==> src/rtl/uart_report_tx.sv <==
// uart_report_tx: captures the 8-bit event count on each latch pulse,
// converts it to three ASCII decimal digits by repeated subtraction, and
// sends "ddd\r\n" as UART 8N1 on tx. No divider or multiplier is used.
`timescale 1ns/1ps

module uart_report_tx #(
    parameter int CLKS_PER_BIT = 434
) (
    input  logic       clk_in,
    input  logic       reset,
    input  logic       tim025,
    input  logic [7:0] data_in,
    output logic       tx,
    output logic       busy,
    output logic       overrun
);

    localparam int CNT_W = (CLKS_PER_BIT > 2) ? $clog2(CLKS_PER_BIT) : 1;
    localparam logic [CNT_W-1:0] CNT_LAST = CNT_W'(CLKS_PER_BIT - 1);

    typedef enum logic [2:0] {
        IDLE,
        CONV,
        START,
        DATA,
        STOP
    } state_t;

    state_t           state, state_nxt;
    logic             tim_d;
    logic [7:0]       rem, rem_nxt;
    logic [3:0]       h, h_nxt;
    logic [3:0]       t, t_nxt;
    logic [2:0]       char_idx, char_nxt;
    logic [2:0]       bit_idx, bit_nxt;
    logic [CNT_W-1:0] bit_cnt, cnt_nxt;
    logic             busy_nxt;
    logic             ovr_nxt;
    logic             tx_nxt;
    logic [7:0]       cur_char;
    logic             bit_end;

    assign bit_end = (bit_cnt == CNT_LAST);

    // Select the character being framed from the digit registers.
    always_comb begin
        cur_char = 8'h0A;
        case (char_idx)
            3'd0:    cur_char = 8'h30 + {4'b0000, h};
            3'd1:    cur_char = 8'h30 + {4'b0000, t};
            3'd2:    cur_char = 8'h30 + rem;
            3'd3:    cur_char = 8'h0D;
            default: cur_char = 8'h0A;
        endcase
    end

    // Next-state, conversion, framing and flag logic.
    // tx_nxt is derived from the current state, so the registered tx lags the
    // state by one cycle; every bit still lasts exactly CLKS_PER_BIT cycles.
    always_comb begin
        state_nxt = state;
        rem_nxt   = rem;
        h_nxt     = h;
        t_nxt     = t;
        char_nxt  = char_idx;
        bit_nxt   = bit_idx;
        cnt_nxt   = bit_cnt;
        busy_nxt  = busy;
        ovr_nxt   = overrun;
        tx_nxt    = 1'b1;

        if (tim_d && (state != IDLE)) begin
            ovr_nxt = 1'b1;
        end

        case (state)
            IDLE: begin
                if (tim_d) begin
                    rem_nxt   = data_in;
                    h_nxt     = '0;
                    t_nxt     = '0;
                    busy_nxt  = 1'b1;
                    state_nxt = CONV;
                end
            end
            CONV: begin
                if (rem >= 8'd100) begin
                    rem_nxt = rem - 8'd100;
                    h_nxt   = h + 4'd1;
                end else if (rem >= 8'd10) begin
                    rem_nxt = rem - 8'd10;
                    t_nxt   = t + 4'd1;
                end else begin
                    char_nxt  = '0;
                    cnt_nxt   = '0;
                    state_nxt = START;
                end
            end
            START: begin
                tx_nxt = 1'b0;
                if (bit_end) begin
                    cnt_nxt   = '0;
                    bit_nxt   = '0;
                    state_nxt = DATA;
                end else begin
                    cnt_nxt = bit_cnt + CNT_W'(1);
                end
            end
            DATA: begin
                tx_nxt = cur_char[bit_idx];
                if (bit_end) begin
                    cnt_nxt = '0;
                    if (bit_idx == 3'd7) begin
                        state_nxt = STOP;
                    end else begin
                        bit_nxt = bit_idx + 3'd1;
                    end
                end else begin
                    cnt_nxt = bit_cnt + CNT_W'(1);
                end
            end
            STOP: begin
                tx_nxt = 1'b1;
                if (bit_end) begin
                    cnt_nxt = '0;
                    if (char_idx == 3'd4) begin
                        busy_nxt  = 1'b0;
                        state_nxt = IDLE;
                    end else begin
                        char_nxt  = char_idx + 3'd1;
                        state_nxt = START;
                    end
                end else begin
                    cnt_nxt = bit_cnt + CNT_W'(1);
                end
            end
            default: begin
                state_nxt = IDLE;
            end
        endcase
    end

    // State and datapath registers with synchronous active-low reset.
    always_ff @(posedge clk_in) begin
        if (!reset) begin
            state    <= IDLE;
            tim_d    <= 1'b0;
            rem      <= '0;
            h        <= '0;
            t        <= '0;
            char_idx <= '0;
            bit_idx  <= '0;
            bit_cnt  <= '0;
            busy     <= 1'b0;
            overrun  <= 1'b0;
            tx       <= 1'b1;
        end else begin
            state    <= state_nxt;
            tim_d    <= tim025;
            rem      <= rem_nxt;
            h        <= h_nxt;
            t        <= t_nxt;
            char_idx <= char_nxt;
            bit_idx  <= bit_nxt;
            bit_cnt  <= cnt_nxt;
            busy     <= busy_nxt;
            overrun  <= ovr_nxt;
            tx       <= tx_nxt;
        end
    end

endmodule

==> config.mk <==
export PLATFORM = sky130hd
export DESIGN_NAME = uart_report_tx
export DESIGN_NICKNAME = d
export VERILOG_FILES = /design/src/rtl/uart_report_tx.sv
export SDC_FILE = /design/constraint.sdc
export NUM_CORES = 1
export LEC_CHECK = 0
export ABC_AREA = 1
export CORE_ASPECT_RATIO = 1.25
export CORE_MARGIN = 2
export CORE_UTILIZATION = 46
export DETAILED_ROUTE_END_ITERATION = 10
export PLACE_DENSITY = 0.73
export SLEW_MARGIN = 30
export SYNTH_ARGS = -nofsm -noshare
export SYNTH_HDL_FRONTEND = slang
export SYNTH_SLANG_ARGS = --single-unit
export TNS_END_PERCENT = 30
==> constraint.sdc <==
create_clock -name clk_in -period 2.66 [get_ports clk_in]
set_clock_uncertainty 0.1 [all_clocks]
set_input_delay 0.399 -clock clk_in [delete_from_list [all_inputs] [get_ports clk_in]]
set_output_delay 0.399 -clock clk_in [all_outputs]
set_load 0.02 [all_outputs]
==> impl_results.md, run 1 <==
* Global route total overflow at 0
* First-pass GRT wire length at 10210 um
* Adder and majority gate portion of the synthesized area at 9.648%
* Final Slew Violations at 0
* Number of setup violations in the final report at 0
* Full die area at 6259 um^2
* Reg clk slew, reported paths at 0.08 ns
* Worst setup slack for register-to-register paths at 0.44 ns
* Worst hold slack at 0.3858 ns
* Leakage power summed over all cells at between 1 and 1.5 nW
* Boundary Pins at 14
* Compound-Gate Fraction of Synth Area at 11.53%
* Largest net degree at the start of global routing at 17
* Vertical die dimension at around 88 um
* Routed wirelength normalized by instance count at 12.41 um
* Post-Synth XOR/XNOR Area at 4.052%
* Total of warnings raised by yosys at 0
* Buffers inserted during post-CTS setup optimization at 0
* Total Routed Length at 5921 um
* Later-pin clock latency in the skew report at 0.30 ns
* Initial antenna violation count at 0
* Iteration count of the initial detailed-routing pass at 4
* Cell row count at 30
* Worst endpoint data arrival time at 2.35 ns
* Final cell area excluding filler cells at just under 3000 um^2
* Max Clk Rate at 0.4512 GHz
* Mapped cell area at 2594 um^2
* Cts hold-fix bufs at 0
* Clock Root Buffer: sky130_fd_sc_hd__clkbuf_8
* Largest family of logic cells by synthesized area: simple AND/OR/NAND/NOR gates
* Clock tree from TritonCTS: built
* Layout area overhead at 11.09%
* Reg-to-reg critical path endpoint: rem[6]$_SDFFE_PN0P_
* Final standard cell utilization of the core at between 50% and 60%
* Number of resized instances in the post-cts repair step at 0
* Simple-gate portion of the synthesized area at 35.70%
* Cell area reported after detailed placement at 2791 um^2
* Final-stage net count at 443
* Result of the run: finished clean
* Dominant synthesized flop cell: sky130_fd_sc_hd__dfxtp_1
* Dpl hpwl at 4584 um
* Instance count of the mapped netlist at 396
* Post-synthesis sequential element count at 38
* Transition time of the tightest slew-check pin at 0.5454 ns
* Setup Crit Path Kind: flop to flop
* Max-cap check violation count at 0
* Number of global-route vias before repair at between 2000 and 2500
* Synthesized net count at ~430
* Number of flops mapped to enable cells by yosys at 0
* Placer Congestion at 0.9079
* Post-route DRC violation count at 0
* Count of cell types in the netlist at 36
* Worst Setup End Kind: flop
* Number of buffers created by CTS at 5
* Mean Syn Cell Area at 6.550 um^2
* Smallest setup slack after layout at 0.4435 ns
* Final Hold Violating Endpoints at 0
* Mux contribution to synthesized area at 0%
* IO buf count at 13
* Die extent in x at about 71 um
* Maximum count of clock buffers along a single path at 2
* Antenna Nets Post-Route at 0
* Path depth of the worst reg2reg path at 11
* Area of the core region at 5443 um^2
* Setup TNS at 0 ns
* CTS H-Tree Depth at 2
* Slew HR at 63.30%
* Worst-case setup slack after placement at 0.4750 ns
* Post-DR vias/cell at 5.291
* Critical path required time at between 2 and 3 ns
* Startpoint of the most critical setup path: rem[2]$_SDFFE_PN0P_
* Total number of vias at 2524
* Critical Path Sink: rem[6]$_SDFFE_PN0P_
* Critical path peak fanout at 12
* Fill cell count at 532
* Worst vdd ir at 0.4379 mV
* PwrDens at 837.1 nW/um^2
* Worst min-delay path class: flop to flop
* Share of synthesized registers carrying an async set or reset at 0%
* Launch instance of the worst register-to-register path: rem[2]$_SDFFE_PN0P_
* Sequential cell area fraction in the yosys report at 29.33%
* Minimum clock period at 2.216 ns
* Period utilization at a little over four fifths
* Initial core utilization at 47.66%
* Clock net sink count at 38
* Layout cell share with drive strength beyond 1 at between 6 and 7%
* Antenna diodes at 0
* GRT Overall Usage at 20.24%
* RSZ-0062 raised after global routing: false
* Violation count after the first detailed-route iteration at 139
* Startpoint kind of the worst setup timing path: flop
==> registers in the layout, summed over array words and instances, names as in the netlist, 3 cells and up <==
register	count
rem	8
bit_idx	3
char_idx	3
t	4
state	3
h	4
bit_cnt	9
==> cells in the mapped netlist, drive strengths merged, types with 4 or more instances <==
library cell,instances,area share [%]
a21oi,33,6.5
buf,5,1.5
clkbuf,5,0.72
dfxtp,38,29
ha,20,9.6
inv,51,7.4
nand2,106,16
nand3,44,9.2
nand4,4,0.96
nor2,39,5.6
nor3,7,1.8
o21ai,15,3.0
xor2,12,4.1
==> metrics by stage <==
step / cells / total power [mW]
after detailed placement: 469 / 2.007
after CTS: 477 / 2.419
after global routing: 477 / 2.622
after global placement: 469 / 1.986
final: 477 / 2.412
after floorplan: 396 / 1.750
==> power by group <==
| group | total (mW) | internal, mW | leakage [nW] | switching, mW |
|---|---|---|---|---|
| Combinational | 1.22 | 0.425 | 0.905 | 0.798 |
| Sequential | 0.786 | 0.658 | 0.309 | 0.128 |
| Clock | 0.404 | 0.184 | 0.0441 | 0.220 |
| Total | 2.41 | 1.27 | 1.26 | 1.15 |
==> critical path, stage by stage, from the launching register on <==
cell                      delay (ns)
sky130_fd_sc_hd__dfxtp_1        0.41
sky130_fd_sc_hd__inv_1          0.14
sky130_fd_sc_hd__ha_1           0.24
sky130_fd_sc_hd__nand2_1        0.07
sky130_fd_sc_hd__inv_1          0.04
sky130_fd_sc_hd__o21ai_0        0.33
sky130_fd_sc_hd__nand2_1        0.11
sky130_fd_sc_hd__nand2_2        0.12
sky130_fd_sc_hd__nand2_2        0.16
sky130_fd_sc_hd__inv_1          0.21
sky130_fd_sc_hd__nand2_1        0.08
sky130_fd_sc_hd__a21oi_1        0.14
==> worst min path at each step <==
stage                                  from                       to  slack, ns  depth (start not counted)
floorplan           bit_cnt[7]$_SDFFE_PN0P_  bit_cnt[7]$_SDFFE_PN0P_       0.34                          2
global placement       overrun$_SDFFE_PN0P_     overrun$_SDFFE_PN0P_       0.37                          2
detailed placement  bit_cnt[7]$_SDFFE_PN0P_  bit_cnt[7]$_SDFFE_PN0P_       0.38                          2
CTS                 bit_cnt[7]$_SDFFE_PN0P_  bit_cnt[7]$_SDFFE_PN0P_       0.40                          2
global route        bit_cnt[7]$_SDFFE_PN0P_  bit_cnt[7]$_SDFFE_PN0P_       0.43                          2
finish                 overrun$_SDFFE_PN0P_     overrun$_SDFFE_PN0P_       0.39                          2
==> layout make-up <==
class / count / area [um^2] / area share, %
flip-flops and latches: 38 / 760.7 / 26.40
repair buffers: 19 / 175.2 / 6.079
clock inverters: 3 / 21.27 / 0.7382
multi-input cells: 296 / 1580 / 54.84
clock buffers: 5 / 68.82 / 2.388
well taps: 64 / 80.08 / 2.779
inverters: 52 / 195.2 / 6.774
==> cell families (layout without fill, tap and decap cells) <==
kind of cell	after synthesis	after routing
xor gates and xnor gates	12	12
AOI/OAI and AO/OA	55	55
adders and majority gates	20	20
DFF	38	38
buffers and inverters	62	79
and+or+nand+nor	209	209
==> placed cells by master, fill, tap and decap left out, types with 2 or more instances in the layout <==
cell                              count
sky130_fd_sc_hd__dfxtp_1             38
sky130_fd_sc_hd__o21a_1               3
sky130_fd_sc_hd__inv_2                2
sky130_fd_sc_hd__nor4_1               2
sky130_fd_sc_hd__a21oi_1             32
sky130_fd_sc_hd__xor2_1              12
sky130_fd_sc_hd__nand2_1            101
sky130_fd_sc_hd__ha_1                20
sky130_fd_sc_hd__clkbuf_8             5
sky130_fd_sc_hd__inv_1               49
sky130_fd_sc_hd__clkdlybuf4s50_1     13
sky130_fd_sc_hd__buf_4                6
sky130_fd_sc_hd__nor3_1               6
sky130_fd_sc_hd__nand3b_1             2
sky130_fd_sc_hd__nand2_2              5
sky130_fd_sc_hd__o21ai_0             12
sky130_fd_sc_hd__nor2_1              39
sky130_fd_sc_hd__nand4_1              4
sky130_fd_sc_hd__o21ai_1              2
sky130_fd_sc_hd__nand3_1             42
==> layer usage <==
layer / part of all wire, % / GRT usage, % / wire length, um
met5: 0 / 0 / 0
met4: 1.4 / 6.003 / 80
met3: 3.3 / 3.682 / 196
met2: 51 / 37.54 / 3012
met1: 44 / 23.53 / 2632
Note: power is estimated with default switching activity, not from simulation.
==> inputs of run 2 (changes only) <==
PLACE_DENSITY = 0.75   (was 0.73)
clock period = 2 ns   (was 2.66 ns; I/O delays follow)
==> run 2 against run 1 <==
Net effect:
- via count increased by 2.2%
- non-clock buffer count is 9 higher
- utilization increased by 2.9 points
- combinational power increased by 46%
- sequential cell count did not move
- sequential share of layout area shrank 1.3 points
- count of clock-buffer cells in the layout up 1
- critical path type unchanged
- critical endpoint is now t[0]$_SDFFE_PN0P_
- highest routed layer unchanged
==> impl_results.md, run 2 (synthesized netlist as in run 1, its figures left out) <==
* First-pass GRT wire length at 10210 um
* Critical path peak fanout at 12
* Number of setup violations in the final report at 0
* Commonest cells after routing, fill and taps aside: sky130_fd_sc_hd__nand2_1 (101), sky130_fd_sc_hd__inv_1 (47), sky130_fd_sc_hd__nand3_1 (42)
* Boundary Pins at 14
* Number of global-route vias before repair at 2362
* Fill cell count at 503
* Final-stage net count at 452
* Area of the core region at 5443 um^2
* Worst Setup End Kind: flop
* Final standard cell utilization of the core at 55.89%
* Max-cap check violation count at 0
* Violation count after the first detailed-route iteration at 138
* Post-route DRC violation count at 0
* Max reg flops at 9
* Full die area at 6259 um^2
* Placer Congestion at 0.9103
* Largest regs: bit_cnt x9, rem x8
* Later-pin clock latency in the skew report at about 0.30 ns
* Number of resized instances in the post-cts repair step at 3
* Antenna diodes at 0
* Cell row count at 30
* Total power of the final layout at 3.641 mW
* Critical path required time at 2.12 ns
* IO buf count at 13
* Routed wirelength normalized by instance count at about 12 um
* Cts hold-fix bufs at 0
* Startpoint kind of the worst setup timing path: flop
* Buffers inserted during post-CTS setup optimization at 0
* Layout cell share with drive strength beyond 1 at 9.953%
* Reg-to-reg critical path endpoint: t[0]$_SDFFE_PN0P_
* Vertical die dimension at 87.96 um
* Setup Crit Path Kind: flop to flop
* Final Slew Violations at 0
* Layout area overhead at 17.27%
* Result of the run: finished clean
* Initial antenna violation count at 0
* RSZ-0062 raised after global routing: false
* Clock net sink count at 38
* Setup TNS at 0 ns
* Clock Root Buffer: sky130_fd_sc_hd__clkbuf_8
* Worst endpoint data arrival time at 1.95 ns
* Reg clk slew, reported paths at approximately 0.090 ns
* Depth of the worst hold-timing path at 2
* Worst vdd ir at around 0.7 mV
* Post-DR vias/cell at 5.307
* Max Clk Rate at 0.5457 GHz
* PwrDens at 1197 nW/um^2
* Clock tree from TritonCTS: built
* Capture endpoint of the worst hold path: overrun$_SDFFE_PN0P_
* Register with the most flip-flops: bit_cnt
* Most common cell after layout, fill and taps aside: sky130_fd_sc_hd__nand2_1
* Global route total overflow at 0
* Initial core utilization at 47.66%
* Post-Place Cells at 478
* Worst hold slack at 0.3714 ns
* Antenna Nets Post-Route at 0
* Minimum clock period at between 1.5 and 2 ns
* Iteration count of the initial detailed-routing pass at 5
* Leakage power summed over all cells at roughly 1.3 nW
* Path depth of the worst reg2reg path at 10
* Number of buffers created by CTS at 5
* Worst setup slack for register-to-register paths at 0.17 ns
* Period utilization at 91.62%
* Maximum count of clock buffers along a single path at 2
* Launch instance of the worst register-to-register path: rem[5]$_SDFFE_PN0P_
* Worst min-delay path class: flop to flop
* Startpoint of the lowest-slack hold path: overrun$_SDFFE_PN0P_
* Final cell area excluding filler cells at around 3000 um^2
* Smallest setup slack after layout at 0.1675 ns
* Total Routed Length at 5936 um
* Slew HR at between 70 and 80%
* Final instance count without filler cells at just under 500
* Largest net degree at the start of global routing at 16
* Worst-case setup slack after placement at -0.07513 ns
* Transition time of the tightest slew-check pin at 0.3451 ns
* CTS H-Tree Depth at 2
* Die extent in x at 71.16 um
* GRT Overall Usage at 20.20%
* Cell area reported after detailed placement at 2859 um^2
* Dpl hpwl at 4492 um
* Final Hold Violating Endpoints at 0
* Total number of vias at ~2600
run 2: cell types whose count changed in the layout (fill, tap and decap cells not counted), sizes merged:
cell / change
clkinvlp: -1
clkbuf: +1
bufinv: +2
clkinv: -2
buf: +9
run 2: power by group:
group	internal, mW	switching (mW)	leakage [nW]
combinational	0.641	1.14	0.959
sequential	0.879	0.154	0.309
clock	0.532	0.295	0.0714
run 2: critical path: stages (launching register included):
cell	delay, ns
sky130_fd_sc_hd__dfxtp_2	0.37
sky130_fd_sc_hd__inv_1	0.14
sky130_fd_sc_hd__ha_1	0.21
sky130_fd_sc_hd__nand2_1	0.09
sky130_fd_sc_hd__nor2_2	0.18
sky130_fd_sc_hd__nand2_1	0.09
sky130_fd_sc_hd__nand2_2	0.12
sky130_fd_sc_hd__nand2_4	0.13
sky130_fd_sc_hd__nand2_4	0.12
sky130_fd_sc_hd__nor2_1	0.04
sky130_fd_sc_hd__nor3_1	0.15
run 2: area by class of cell:
type	instances	area, um^2	share of cell area (%)
clock inverters	2	60.06	1.974
repair buffers	28	242.7	7.980
multi-input cells	296	1618	53.19
clock buffers	6	82.58	2.715
well taps	64	80.08	2.633
flip-flops and latches	38	763.2	25.09
inverters	52	195.2	6.417
run 2: worst max path at each step:
stage	from	slack (ns)	depth (start not counted)	to
after global placement	rem[2]$_SDFFE_PN0P_	-0.01	11	rem[4]$_SDFFE_PN0P_
final	rem[5]$_SDFFE_PN0P_	0.17	10	t[0]$_SDFFE_PN0P_
after CTS	rem[5]$_SDFFE_PN0P_	0.02	9	rem[6]$_SDFFE_PN0P_
after global routing	rem[4]$_SDFFE_PN0P_	0.003	11	rem[7]$_SDFFE_PN0P_
after floorplan	rem[2]$_SDFFE_PN0P_	0.08	12	rem[6]$_SDFFE_PN0P_
after detailed placement	rem[2]$_SDFFE_PN0P_	-0.08	11	rem[4]$_SDFFE_PN0P_
run 2: per-layer routing:
layer  vias up  track usage (%)  share of wire (%)
met4         0            8.748                2.8
met5         -                0                  0
met1      1179            23.98                 44
met2        59            35.52                 50
li1       1326                -                  -
met3        15            3.682                3.6
==> edit, RTL diff (config.mk and constraints of run 2) <==
The parameter `CLKS_PER_BIT` goes from 434 to 1736.
--- a/src/rtl/uart_report_tx.sv
+++ b/src/rtl/uart_report_tx.sv
@@ -4,7 +4,7 @@
 `timescale 1ns/1ps
 
 module uart_report_tx #(
-    parameter int CLKS_PER_BIT = 434
+    parameter int CLKS_PER_BIT = 1736
 ) (
     input  logic       clk_in,
     input  logic       reset,
Formal check against the unedited RTL: same outputs for any inputs over 10 cycles, from zero or initial values and one cycle with reset low; that may be too few to reach the edited logic, so the function may still have changed.
==> edit against run 2 <==
  * Cell area grew 1.4%
  * Power grew 4.5%
  * Area after synthesis grew 3.7%
  * Utilization shrank 2.2 points
  * Via count grew 0.31%
  * Critical endpoint is now rem[1]
  * Sequential cell count grew 2
  * Worst setup slack lost 0.012 ns
  * Largest power group unchanged
  * Wire length grew 0.67%
  * Global-route usage shrank 0.52 points
  * Highest routed layer unchanged
==> edit: results (changes against run 2) <==
[placed_design]
dp.cells=494  ; was 478
dpl_cell_area_mm2=0.00295  ; was 0.00286 mm2
pre_cts_ws_ns=0.0182  ; was -0.0751 ns
hpwl_um=4540  ; was 4490 um

[critical_path]
arrival_ns=1.94
worstPathMaxFanout=7  ; was 12
cp-startpoint=rem[2]  ; was rem[5]
reg2reg_to=rem[1]  ; was t[0]

[finish]
buffers=24  ; was 28
area_delta_synth_final_pct=14.7  ; was 17.3%
final_nets=468  ; was 452
multi_input_cells=305  ; was 296
reg_top3=bit_cnt: 11 flops, rem: 8 flops  ; was bit_cnt: 9 flops, rem: 8 flops
drive_above_1_share_pct=9.82  ; was 9.95%
layout.nonclk_buf_share_pct=6.90  ; was 7.98%
design.seq.count=40  ; was 38
multi_input_area_share_pct=53.1  ; was 53.2%
clk_share_pct=3.61  ; was 4.69%
seqCellArea_um2=805  ; was 763 um2
nonClockInverterCount=61  ; was 52
largest_reg_flops=11  ; was 9

[synthesis]
synth_common_cells=nand2_1, inv_1, nor2_1, dfxtp_1, nand3_1  ; was nand2_1, inv_1, nand3_1, nor2_1, dfxtp_1
synthesis.nets=442  ; was 427
ys_types=33  ; was 36
ys_seq_area_share_pct=29.8  ; was 29.3%
syn_inst=411  ; was 396
synth_area_leaders=dfxtp_1, nand2_1, ha_1, inv_1, nor2_1  ; was dfxtp_1, nand2_1, ha_1, nand3_1, inv_1
avgSynthCellArea_um2=6.54  ; was 6.55 um2

[detailed_routing]
drt_iter0_markers=90  ; was 138
totalWireLength_um=5980  ; was 5940 um
vias=2587  ; was 2,579
wire_per_inst_um=11.9  ; was 12.2 um

[pwr]
p_clk_mw=0.663  ; was 0.828 mW
power.leakage_nw=1.39  ; was 1.34 nW
swShare_pct=46.2  ; was 43.6%
ir_worst_vdd_mv=0.647  ; was 0.714 mV

[hold_path]
min_to=h[3]  ; was overrun
holdCritStartpoint=h[3]  ; was overrun

[outcome]
run_status=finished clean  ; unchanged

[grt]
grt_pass1_vias=2311  ; was 2,362
track_usage_pct=19.7  ; was 20.2%
grt_pass1_wl_um=10000  ; was 10,200 um

[sta]
hold_ws_ns=0.371  ; about the same
fin_crit_sh_pct=92.2  ; was 91.6%
max-slew-margin-rel_pct=67.2  ; was 76.9%

## edit: logic make-up after synthesis
kind of cell | share of synthesized area (%)
XOR/XNOR | 4.56
AO/OA/AOI/OAI | 12.5
AND/OR/NAND/NOR | 34.4
buffers and inverters | 9.40
adder cells (fa/ha/maj) | 9.31
flip-flops | 29.8
## edit: worst max-delay path: stages, from the launching register on
cell	delay [ns]
dfxtp_1	0.36
inv_1	0.09
ha_1	0.24
o21bai_1	0.18
nand2_1	0.10
nand3_2	0.15
nand2_2	0.14
nand2_2	0.14
inv_2	0.06
o21ai_0	0.14
nor2_1	0.05
## edit: per-layer routing
metal  vias to the layer above  wire (um)  global-route usage, %
met5                         -          0                      0
met4                         0        141                   8.59
met3                        12        200                   3.83
met2                        48       2900                   35.0
met1                      1163       2740                   22.9
li1                       1364          -                      -
## edit: what timing repair did
action / in CTS / in global routing
hold buffers: 0 / 0
resized for setup: 0 / 8
buffers inserted: 0 / 2
setup endpoints to repair: 0 / 28
